--- src/rtl/lab3_seven_seg_scan.sv ---
// Four-digit common-anode seven-segment scanner: latches one 16-bit word per frame and
// multiplexes it as hex digits with leading-zero blanking, decimal points and blank time.
module lab3_seven_seg_scan #(
  parameter int REFRESH_DIV      = 100000,
  parameter int BLANK_CYCLES     = 1000,
  parameter int BLANK_LEAD_ZEROS = 1
) (
  input  logic        clk,
  input  logic        reset,
  input  logic [15:0] data_in,
  input  logic [3:0]  dp_in,
  input  logic        enable,
  output logic [3:0]  an,
  output logic [6:0]  seg,
  output logic        dp,
  output logic        frame_start
);

  localparam int PW = (REFRESH_DIV > 2) ? $clog2(REFRESH_DIV) : 1;
  localparam logic [PW-1:0] LAST_COUNT = PW'(REFRESH_DIV - 1);
  localparam logic [PW-1:0] BLANK_END  = PW'(BLANK_CYCLES);

  logic [PW-1:0] r_prescaler;
  logic [1:0]    r_digitIdx;
  logic [15:0]   r_dataReg;
  logic [3:0]    r_dpReg;
  logic [3:0]    r_an;
  logic [6:0]    r_seg;
  logic          r_dp;
  logic          r_frameStart;

  logic          w_tick;
  logic          w_frameEnd;
  logic [3:0]    w_blank;
  logic [3:0]    w_nibble;
  logic [6:0]    w_font;
  logic          w_visible;

  assign w_tick     = (r_prescaler == LAST_COUNT);
  assign w_frameEnd = w_tick && (r_digitIdx == 2'd3);

  always_ff @(posedge clk or posedge reset) begin
    if (reset) begin
      r_prescaler <= '0;
      r_digitIdx  <= 2'd0;
    end else begin
      r_prescaler <= w_tick ? '0 : r_prescaler + 1'b1;
      if (w_tick)
        r_digitIdx <= r_digitIdx + 2'd1;
    end
  end

  // The word is only sampled at the frame wrap so a frame never mixes two words.
  always_ff @(posedge clk or posedge reset) begin
    if (reset) begin
      r_dataReg    <= 16'h0000;
      r_dpReg      <= 4'h0;
      r_frameStart <= 1'b0;
    end else begin
      r_frameStart <= w_frameEnd;
      if (w_frameEnd) begin
        r_dataReg <= data_in;
        r_dpReg   <= dp_in;
      end
    end
  end

  // A lit decimal point stops the blanking chain at that digit and everything to its right.
  always_comb begin
    w_blank = 4'b0000;
    if (BLANK_LEAD_ZEROS != 0) begin
      w_blank[3] = (r_dataReg[15:12] == 4'h0) && !r_dpReg[3];
      w_blank[2] = w_blank[3] && (r_dataReg[11:8] == 4'h0) && !r_dpReg[2];
      w_blank[1] = w_blank[2] && (r_dataReg[7:4] == 4'h0) && !r_dpReg[1];
    end
  end

  assign w_nibble  = r_dataReg[{r_digitIdx, 2'b00} +: 4];
  assign w_visible = enable && (r_prescaler >= BLANK_END) && !w_blank[r_digitIdx];

  always_comb begin
    w_font = 7'h7F;
    case (w_nibble)
      4'h0: w_font = 7'h40;
      4'h1: w_font = 7'h79;
      4'h2: w_font = 7'h24;
      4'h3: w_font = 7'h30;
      4'h4: w_font = 7'h19;
      4'h5: w_font = 7'h12;
      4'h6: w_font = 7'h02;
      4'h7: w_font = 7'h78;
      4'h8: w_font = 7'h00;
      4'h9: w_font = 7'h10;
      4'hA: w_font = 7'h08;
      4'hB: w_font = 7'h03;
      4'hC: w_font = 7'h46;
      4'hD: w_font = 7'h21;
      4'hE: w_font = 7'h06;
      4'hF: w_font = 7'h0E;
      default: w_font = 7'h7F;
    endcase
  end

  always_ff @(posedge clk or posedge reset) begin
    if (reset) begin
      r_an  <= 4'b1111;
      r_seg <= 7'h7F;
      r_dp  <= 1'b1;
    end else begin
      r_an  <= w_visible ? ~(4'b0001 << r_digitIdx) : 4'b1111;
      r_seg <= w_font;
      r_dp  <= ~(r_dpReg[r_digitIdx] && w_visible);
    end
  end

  assign an          = r_an;
  assign seg         = r_seg;
  assign dp          = r_dp;
  assign frame_start = r_frameStart;

endmodule
--- config.mk ---
export PLATFORM = sky130hd
export DESIGN_NAME = lab3_seven_seg_scan
export DESIGN_NICKNAME = d
export VERILOG_FILES = /design/src/rtl/lab3_seven_seg_scan.sv
export SDC_FILE = /design/constraint.sdc
export NUM_CORES = 1
export LEC_CHECK = 0
export ABC_AREA = 1
export CAP_MARGIN = 20
export CORE_MARGIN = 2
export CORE_UTILIZATION = 50
export CTS_BUF_LIST = sky130_fd_sc_hd__clkbuf_16
export DETAILED_ROUTE_END_ITERATION = 12
export HOLD_SLACK_MARGIN = 0.06
export PLACE_DENSITY = 0.73
export SLEW_MARGIN = 5
export SYNTH_ARGS = -nofsm -noshare
export SYNTH_HDL_FRONTEND = slang
export SYNTH_SLANG_ARGS = --single-unit
export TNS_END_PERCENT = 50
--- constraint.sdc ---
create_clock -name clk -period 2.34 [get_ports clk]
set_input_delay 0.234 -clock clk [delete_from_list [all_inputs] [get_ports clk]]
set_output_delay 0.234 -clock clk [all_outputs]
set_load 0.02 [all_outputs]
* Word level (Yosys, flattened, before mapping)
Memory sizes are Yosys's and may differ from the RTL's. A register that Yosys moved wholly into a read port is not among the register bits.
Index checks and enable logic that the tools add are counted.
** Word-level totals
- Bits in registers :: 45
- Bits in read-only memories :: 112
- Bits of input ports :: 23
- Output and inout bits :: 13
- Word-level logic and storage cells :: 40
- Memories :: 1
** Operators by class
- Add/sub/neg operators :: 2
- Magnitude comparators :: 2
- Eq/ne operators :: 2
- Shift-type cells :: 2
- Multiplexer cells :: 6
- Bitwise logic cells :: 2
- Reductions and logical operators :: 16
** Memories
- (name not given) :: words 16, bits a word 7, read ports 1, clocked after Yosys merged registers in 1, wr ports 0, RTL line 83 : case (w_nibble)
** Operators by type and width (count)
- $add A17 B1 Y17 const B :: 1
- $eq A17 B17 Y1 const B :: 1
- $ge A17 B10 Y1 const B :: 1
- $mux W17 :: 1
- $shiftx A16 B5 Y4 :: 1
- $logic_not A4 Y1 :: 3
- $logic_and A1 B1 Y1 :: 9
- $bmux W1 S2 :: 2
- $logic_not A1 Y1 :: 4
- $mux W4 :: 1
- $not A4 Y4 :: 1
- $shl A1 B2 Y4 const A :: 1
- $lt A2 B3 Y1 const B :: 1
- $add A2 B1 Y2 const B :: 1
- $eq A2 B2 Y1 const B :: 1
- $mux W1 :: 2
- $not A1 Y1 :: 1

* Depth between registers and ports, before layout
Gate-level depths: netlist of run 1.
- Word-level depth :: 12
- Mapped depth :: 11
- Mapped depth without buffers :: 10

* Worst setup path after synthesis of run 1
No wires, ideal clock.
- Path kind :: reg-to-reg
- From :: reg r_digitIdx[1]
- To :: reg r_seg[3] (netlist: seg[3])
- Library setup time :: 76 ps
- Data arrival time :: 1500 ps
- Required time :: 2264 ps
- Path slack :: 763 ps
- Stages on the path, launching flop included :: 11
- Cells stage by stage :: dfrtp_1 > buf_2 > inv_1 > nand3_1 > nand2_1 > inv_1 > ha_1 > nand3_1 > nand2_1 > nand2_1 > nand2_1
** On the way
- Longest elaborated chain between the ends :: 1
** Ends and longest elaborated chain
- start: declaration :: RTL line 24 : logic [1:0] r_digitIdx;
- start signal: assignment :: RTL line 49 : r_digitIdx <= r_digitIdx + 2'd1;
- $shiftx A16 B5 Y4 :: RTL line 78 : assign w_nibble = r_dataReg[{r_digitIdx, 2'b00} +: 4];
- end: declaration :: RTL line 28 : logic [6:0] r_seg;
Every way passes these cells.
A chain may end at the register's enable or synchronous reset.

* Worst setup path after layout of run 1
Same ends and word-level chain as after synthesis.

==> results.cfg, run 1 <==
[place]
dpl_wire_length_microns = 4420
placement.cell_area_sq_mm = 0.00330
io_buffers = 35
place_congestion = 0.958

[global_route]
antenna_violations_before_repair = 0
grt-busiest-layer = met2
global_route_met1_usage = 0.312
global_route.usage.met2 = 0.313
global_route.overflow_total = 0
groute.layer.met3.usage = 0.0271
grt_pass1_vias = 2317
grt_use_total = 0.210
global_route_wire_length_before_repair_microns = 10500
grt_start_max_net_pins = 22

[cells_and_area]
final_net_count = 446
final_cell_area_sq_mm = 0.00345
antenna_cells_inserted = 0
post-route-util = 0.622
syn_to_final_growth_pct = 19.4
post_route_cells_drive_above_1_share = 0.107

[pwr]
p_comb_frac = 0.034
power.share.sequential = 0.536
clockPowerShare = 0.430
power_density_mw_per_mm2 = 487
power.share.switching = 0.208
static-leakage-power_nw = 1.61
net_sw_power_mw = 0.350
max-vdd-ir-drop_v = 0.000280
p_int_mw = 1.33

[critical_path]
worstReg2RegStart = r_digitIdx[1]
timing.critical_path.arrival_ns = 2.10
setup.worst_path.start_class = flip-flop
regToRegSetupSlack_ns = 0.47
worstSetupEndpointType = flip-flop
worst_path_most_repeated_cell = sky130_fd_sc_hd__nand2_1
worst-endpoint-required_ns = 2.56
timing.critical_path.from = r_digitIdx[1]
critical_path.slowest_cell = sky130_fd_sc_hd__dfrtp_1
crit_chain = inv_1, nand3_1, nand2_1, inv_1, ha_1, nand3_1, nand2_1, nand2_1, nand2_1
startpoint_to_endpoint_class_of_the_critical_path = reg2reg
worst_path_largest_cell_delay_ns = 0.50
worstReg2RegEnd = seg[3]
critical_path.max_fanout = 10
r2r.worst_path.cells = 9
crit_path_capture = seg[3]

[synth]
synthesis.yosys.warnings = 0
post-synth-top-count-cell = sky130_fd_sc_hd__nand2_1
synthesis.nets = 409
syn_inst = 374
post-synth-top-area-fraction = 0.347
synth.largest_area_cell = sky130_fd_sc_hd__dfrtp_1
unique_cell_type_count_in_the_yosys_netlist = 24
synth_edf_count = 0
flip_flop_and_latch_count_after_synthesis = 52
ys_dominant_reg_cell = sky130_fd_sc_hd__dfrtp_1
netlist_area_sq_mm = 0.00289
synth_common_cells = sky130_fd_sc_hd__nand2_1 (125), sky130_fd_sc_hd__nor2_1 (46), sky130_fd_sc_hd__dfrtp_1 (40), sky130_fd_sc_hd__nand3_1 (34)
post_synth.cell_area_avg_sq_um = 7.72
synth-async-reset-ratio = 1.00
post_synth_main_area_contributors = sky130_fd_sc_hd__dfrtp_1 (35%), sky130_fd_sc_hd__nand2_1 (16%), sky130_fd_sc_hd__dfstp_2 (11%)
yosysSeqAreaShare = 0.456

[routing]
avgViaCountPerCell = 5.20
detail_route.first_pass.iterations = 4
totalWireLength_microns = 6060
antenna_violating_nets_post_route = 0
num_vias = 2518
drc = 0
drt-wirelength-per-cell_microns = 12.5
drt-initial-drc-count = 179

[clock_network]
cts_hold_buf = 0
tritoncts_num_sinks = 52
cts.root.buffer_cell = sky130_fd_sc_hd__clkbuf_16
cts_repair_resize_count = 0
tritoncts.num_buffers = 5
cts_tree = done
cts-root-to-sink-buffers = 2
setup_repair_bufs_after_cts = 0
clock_insertion_delay_worst_skew_ns = 0.29
cts_htree_levels = 2
clock_slew_seen_by_the_registers_of_the_worst_setup_and_hold_paths_ns = 0.07

[die]
core_region_area_sq_mm = 0.00554
io_pins = 36
die_width_microns = 80.0
rows = 27
initial_util = 0.521
die_area_sq_mm = 0.00640
die_height_microns = 80.0

[sta]
setup_tns_ns = 0
finalHoldViolCount = 0
finalWorstPathRequiredPeriod_ns = 1.87
drv_slew = 0
timing.fmax_mhz = 534
worst-slew-pin-transition_ns = 0.424
finClkSkew_ns = 0.00789
final_min_period_over_clock_period = 0.800
max-slew-margin-rel = 0.717
unrepaired_setup_endpoints_after_global_routing = false
setup_viol = 0

[flow_run]
max_cap_viol_count = 0

[run_status]
outcome = finished, final reports clean

[min_path]
hold_path_class = in2async
[power by group through the flow]
| stage | clock (mW) | sequential [mW] | combinational, mW |
|---|---|---|---|
| 6_report | 0.722 | 0.899 | 0.0567 |
| 3_5_place_dp | 0 | 0.916 | 0.0584 |
| 2_1_floorplan | 0 | 0.916 | 0.0130 |
| 3_3_place_gp | 0 | 0.916 | 0.0570 |
| 4_1_cts | 0.735 | 0.899 | 0.0586 |
| 5_1_grt | 0.773 | 0.899 | 0.0639 |
[metrics by stage]
stage	hold WS [ns]	std cells	total power [mW]	setup WS [ns]
CTS	0.275	484	1.69	0.489
finish	0.256	484	1.68	0.469
global route	0.314	484	1.74	0.314
global placement	0.458	476	0.973	0.523
floorplan	0.318	374	0.929	0.763
detailed placement	0.461	476	0.974	0.508
[layout by cell type, fill, tap and decap left out, drive strengths merged]
cell type      Yosys  routed
clkdlybuf4s50      0      35
dfrtp             40      40
dfstp             12      12
clkinv             0       3
xor2               8       8
o21ai              8       8
inv               35      35
buf                9       6
nand2            128     128
and2               1       1
nand3             37      37
xnor2              1       1
ha                12      12
nand4             29      29
nor2              51      51
nor3               1       1
clkbuf             2       5
[flip-flops by register name (all words and copies together), names as in the netlist]
name         cells
frame_start      1
r_dataReg       16
dp               1
seg              7
r_digitIdx       2
an               4
r_prescaler     17
r_dpReg          4
[area by class of cell]
cell class / count / area [sq um]
fill: 509 / 2090
clock buffer: 5 / 125
sequential: 52 / 1320
tap: 72 / 90.1
inverter: 35 / 131
clock inverter: 3 / 18.8
multi-input combinational: 276 / 1370
timing repair buffer: 41 / 395
[worst min-delay path by stage]
stage	start	cells after the start	to
finish	reset	2	r_digitIdx[0]
floorplan	enable	1	an[0]
global placement	r_dataReg[1]	2	r_dataReg[1]
detailed placement	r_dataReg[1]	2	r_dataReg[1]
CTS	reset	2	r_digitIdx[0]
global route	reset	2	r_digitIdx[0]
[cell families (layout without fill, tap and decap cells)]
kind of cell,after synthesis,count (layout),synth area share
AND/OR/NAND/NOR,247,247,0.381
XOR/XNOR,9,9,0.0273
flip-flops,52,52,0.456
buffers and inverters,46,84,0.0698
AO/OA/AOI/OAI,8,8,0.0139
adder cells (fa/ha/maj),12,12,0.0520
[worst max-delay path, delay by kind of cell, from the launching register on]
kind	cells	cell delay (ns)
buffers and inverters	2	0.39
and+or+nand+nor	6	0.67
adders and majority gates	1	0.23
DFF	1	0.50
[per-layer routing]
metal,up-vias,share of wire
li1,1273,-
met1,1164,0.49
met2,73,0.44
met3,8,0.054
met4,0,0.012
met5,-,0
(Power assumes the default switching activity.)
==> run 2, diff against run 1 <==
==> constraint.sdc (replaced) <==
create_clock -name clk -period 1.86 [get_ports clk]
set_input_delay 0.186 -clock clk [delete_from_list [all_inputs] [get_ports clk]]
set_output_delay 0.186 -clock clk [all_outputs]
set_load 0.02 [all_outputs]
==> results.cfg, run 2 (same netlist as run 1, synthesis figures left out) <==
[critical_path]
timing.critical_path.arrival_ns = 1.95
crit_chain = inv_4, nand2_1, nand3_1, nand2_1, inv_1, ha_1, inv_1, nand2_1, nand3_1, nand2_1
worst-endpoint-required_ns = 2.10
critical-path-top-delay-family = simple AND/OR/NAND/NOR gates
worst_path_largest_cell_delay_ns = 0.47
worstSetupEndpointType = flip-flop
critical_path.slowest_cell = sky130_fd_sc_hd__dfrtp_2
cp.buffers_inverters = 3
worst_path_most_repeated_cell = sky130_fd_sc_hd__nand2_1
startpoint_to_endpoint_class_of_the_critical_path = reg2reg
setup.worst_path.start_class = flip-flop
critical_path.max_fanout = 12

[sta]
drv_slew = 0
finClkSkew_ns = 0.00762
finalHoldViolCount = 0
final_min_period_over_clock_period = 0.917
setup_viol = 0
max-slew-margin-rel = 0.695
timing.fmax_mhz = 586
worst-slew-pin-transition_ns = 0.456
finalWorstPathRequiredPeriod_ns = 1.71
final.hold.worst_slack_ns = 0.225
setup_tns_ns = 0
final_setup_slack_of_the_worst_path_ns = 0.154
unrepaired_setup_endpoints_after_global_routing = false

[die]
die_area_sq_mm = 0.00640
die_height_microns = 80.0
die_width_microns = 80.0
rows = 27
io_pins = 36
core_region_area_sq_mm = 0.00554
initial_util = 0.521

[cells_and_area]
antenna_cells_inserted = 0
post_route_cells_drive_above_1_share = 0.116
final_cell_mix = sky130_fd_sc_hd__nand2_1 (125), sky130_fd_sc_hd__nor2_1 (46), sky130_fd_sc_hd__dfrtp_1 (39)
post-route-util = 0.629
filler_cell_count_in_the_final_layout = 512
largest_register = r_prescaler
syn_to_final_growth_pct = 20.8
most_common_cell_after_layout_fill_and_taps_aside = sky130_fd_sc_hd__nand2_1
final_net_count = 449
final_cell_area_sq_mm = 0.00349
max_reg_flops = 17
stdcell_count = 487

[place]
placedCellCount = 479
io_buffers = 35
place_congestion = 0.920
worst_slack_at_placement_ns = 0.155
placement.cell_area_sq_mm = 0.00334
dpl_wire_length_microns = 4570

[clock_network]
cts-root-to-sink-buffers = 2
tritoncts_num_sinks = 52
cts_hold_buf = 0
cts_repair_resize_count = 0
setup_repair_bufs_after_cts = 0
tritoncts.num_buffers = 5
cts_tree = done
clock_insertion_delay_worst_skew_ns = 0.29
cts_htree_levels = 2
clock_slew_seen_by_the_registers_of_the_worst_setup_and_hold_paths_ns = 0.07
cts.root.buffer_cell = sky130_fd_sc_hd__clkbuf_16

[global_route]
global_route.overflow_total = 0
grt_pass1_vias = 2375
grt_start_max_net_pins = 32
antenna_violations_before_repair = 0
global_route_wire_length_before_repair_microns = 10900
grt_use_total = 0.215

[flow_run]
max_cap_viol_count = 0

[routing]
detail_route.first_pass.iterations = 4
drc = 0
drt-initial-drc-count = 174
num_vias = 2539
totalWireLength_microns = 6180
drt-wirelength-per-cell_microns = 12.7
avgViaCountPerCell = 5.21
antenna_violating_nets_post_route = 0

[pwr]
net_sw_power_mw = 0.441
clockPowerShare = 0.432
p_comb_frac = 0.034
max-vdd-ir-drop_v = 0.000390
power_density_mw_per_mm2 = 608
power.share.switching = 0.208
p_int_mw = 1.68
power.total_mw = 2.12
static-leakage-power_nw = 1.63
power.share.sequential = 0.534

[run_status]
outcome = finished, final reports clean

[min_path]
hold_path_class = in2async
run 2: path summary, 6_finish.rpt:
check	start	to	slack, ns	cells past startpoint
worst max-delay path	r_digitIdx[0]	seg[3]	0.15	10
worst min-delay path	reset	r_dataReg[10]	0.22	2
worst max register to register	r_digitIdx[0]	seg[3]	0.15	10
worst min register to register	r_dataReg[3]	r_dataReg[3]	0.48	2
max in group asynchronous	reset	r_digitIdx[0]	1.12	3
min in group clk	data_in[3]	r_dataReg[3]	0.46	3
run 2: cell type report:
type	count	area, sq um	share of cell area
Inverter	35	134	0.0384
Clock buffer	5	125	0.0359
Clock inverter	3	20.0	0.00574
Tap cell	72	90.1	0.0258
Timing Repair Buffer	44	430	0.123
Sequential cell	52	1320	0.378
Multi-Input combinational cell	276	1370	0.393
run 2: per-layer routing:
layer	global-route usage	wire, microns	part of all wire	vias to the layer above
met2	0.335	2800	0.45	88
met3	0.0283	343	0.056	4
met4	0.0695	39	0.0063	0
met5	0	0	0	-
met1	0.310	2990	0.48	1175
li1	-	-	-	1272
run 2: power groups by stage:
stage | sequential, mW | combinational [mW] | clock (mW)
finish | 1.13 | 0.0729 | 0.915
global route | 1.13 | 0.0809 | 0.991
CTS | 1.13 | 0.0755 | 0.941
detailed placement | 1.15 | 0.0752 | 0
global placement | 1.15 | 0.0742 | 0
floorplan | 1.15 | 0.0164 | 0
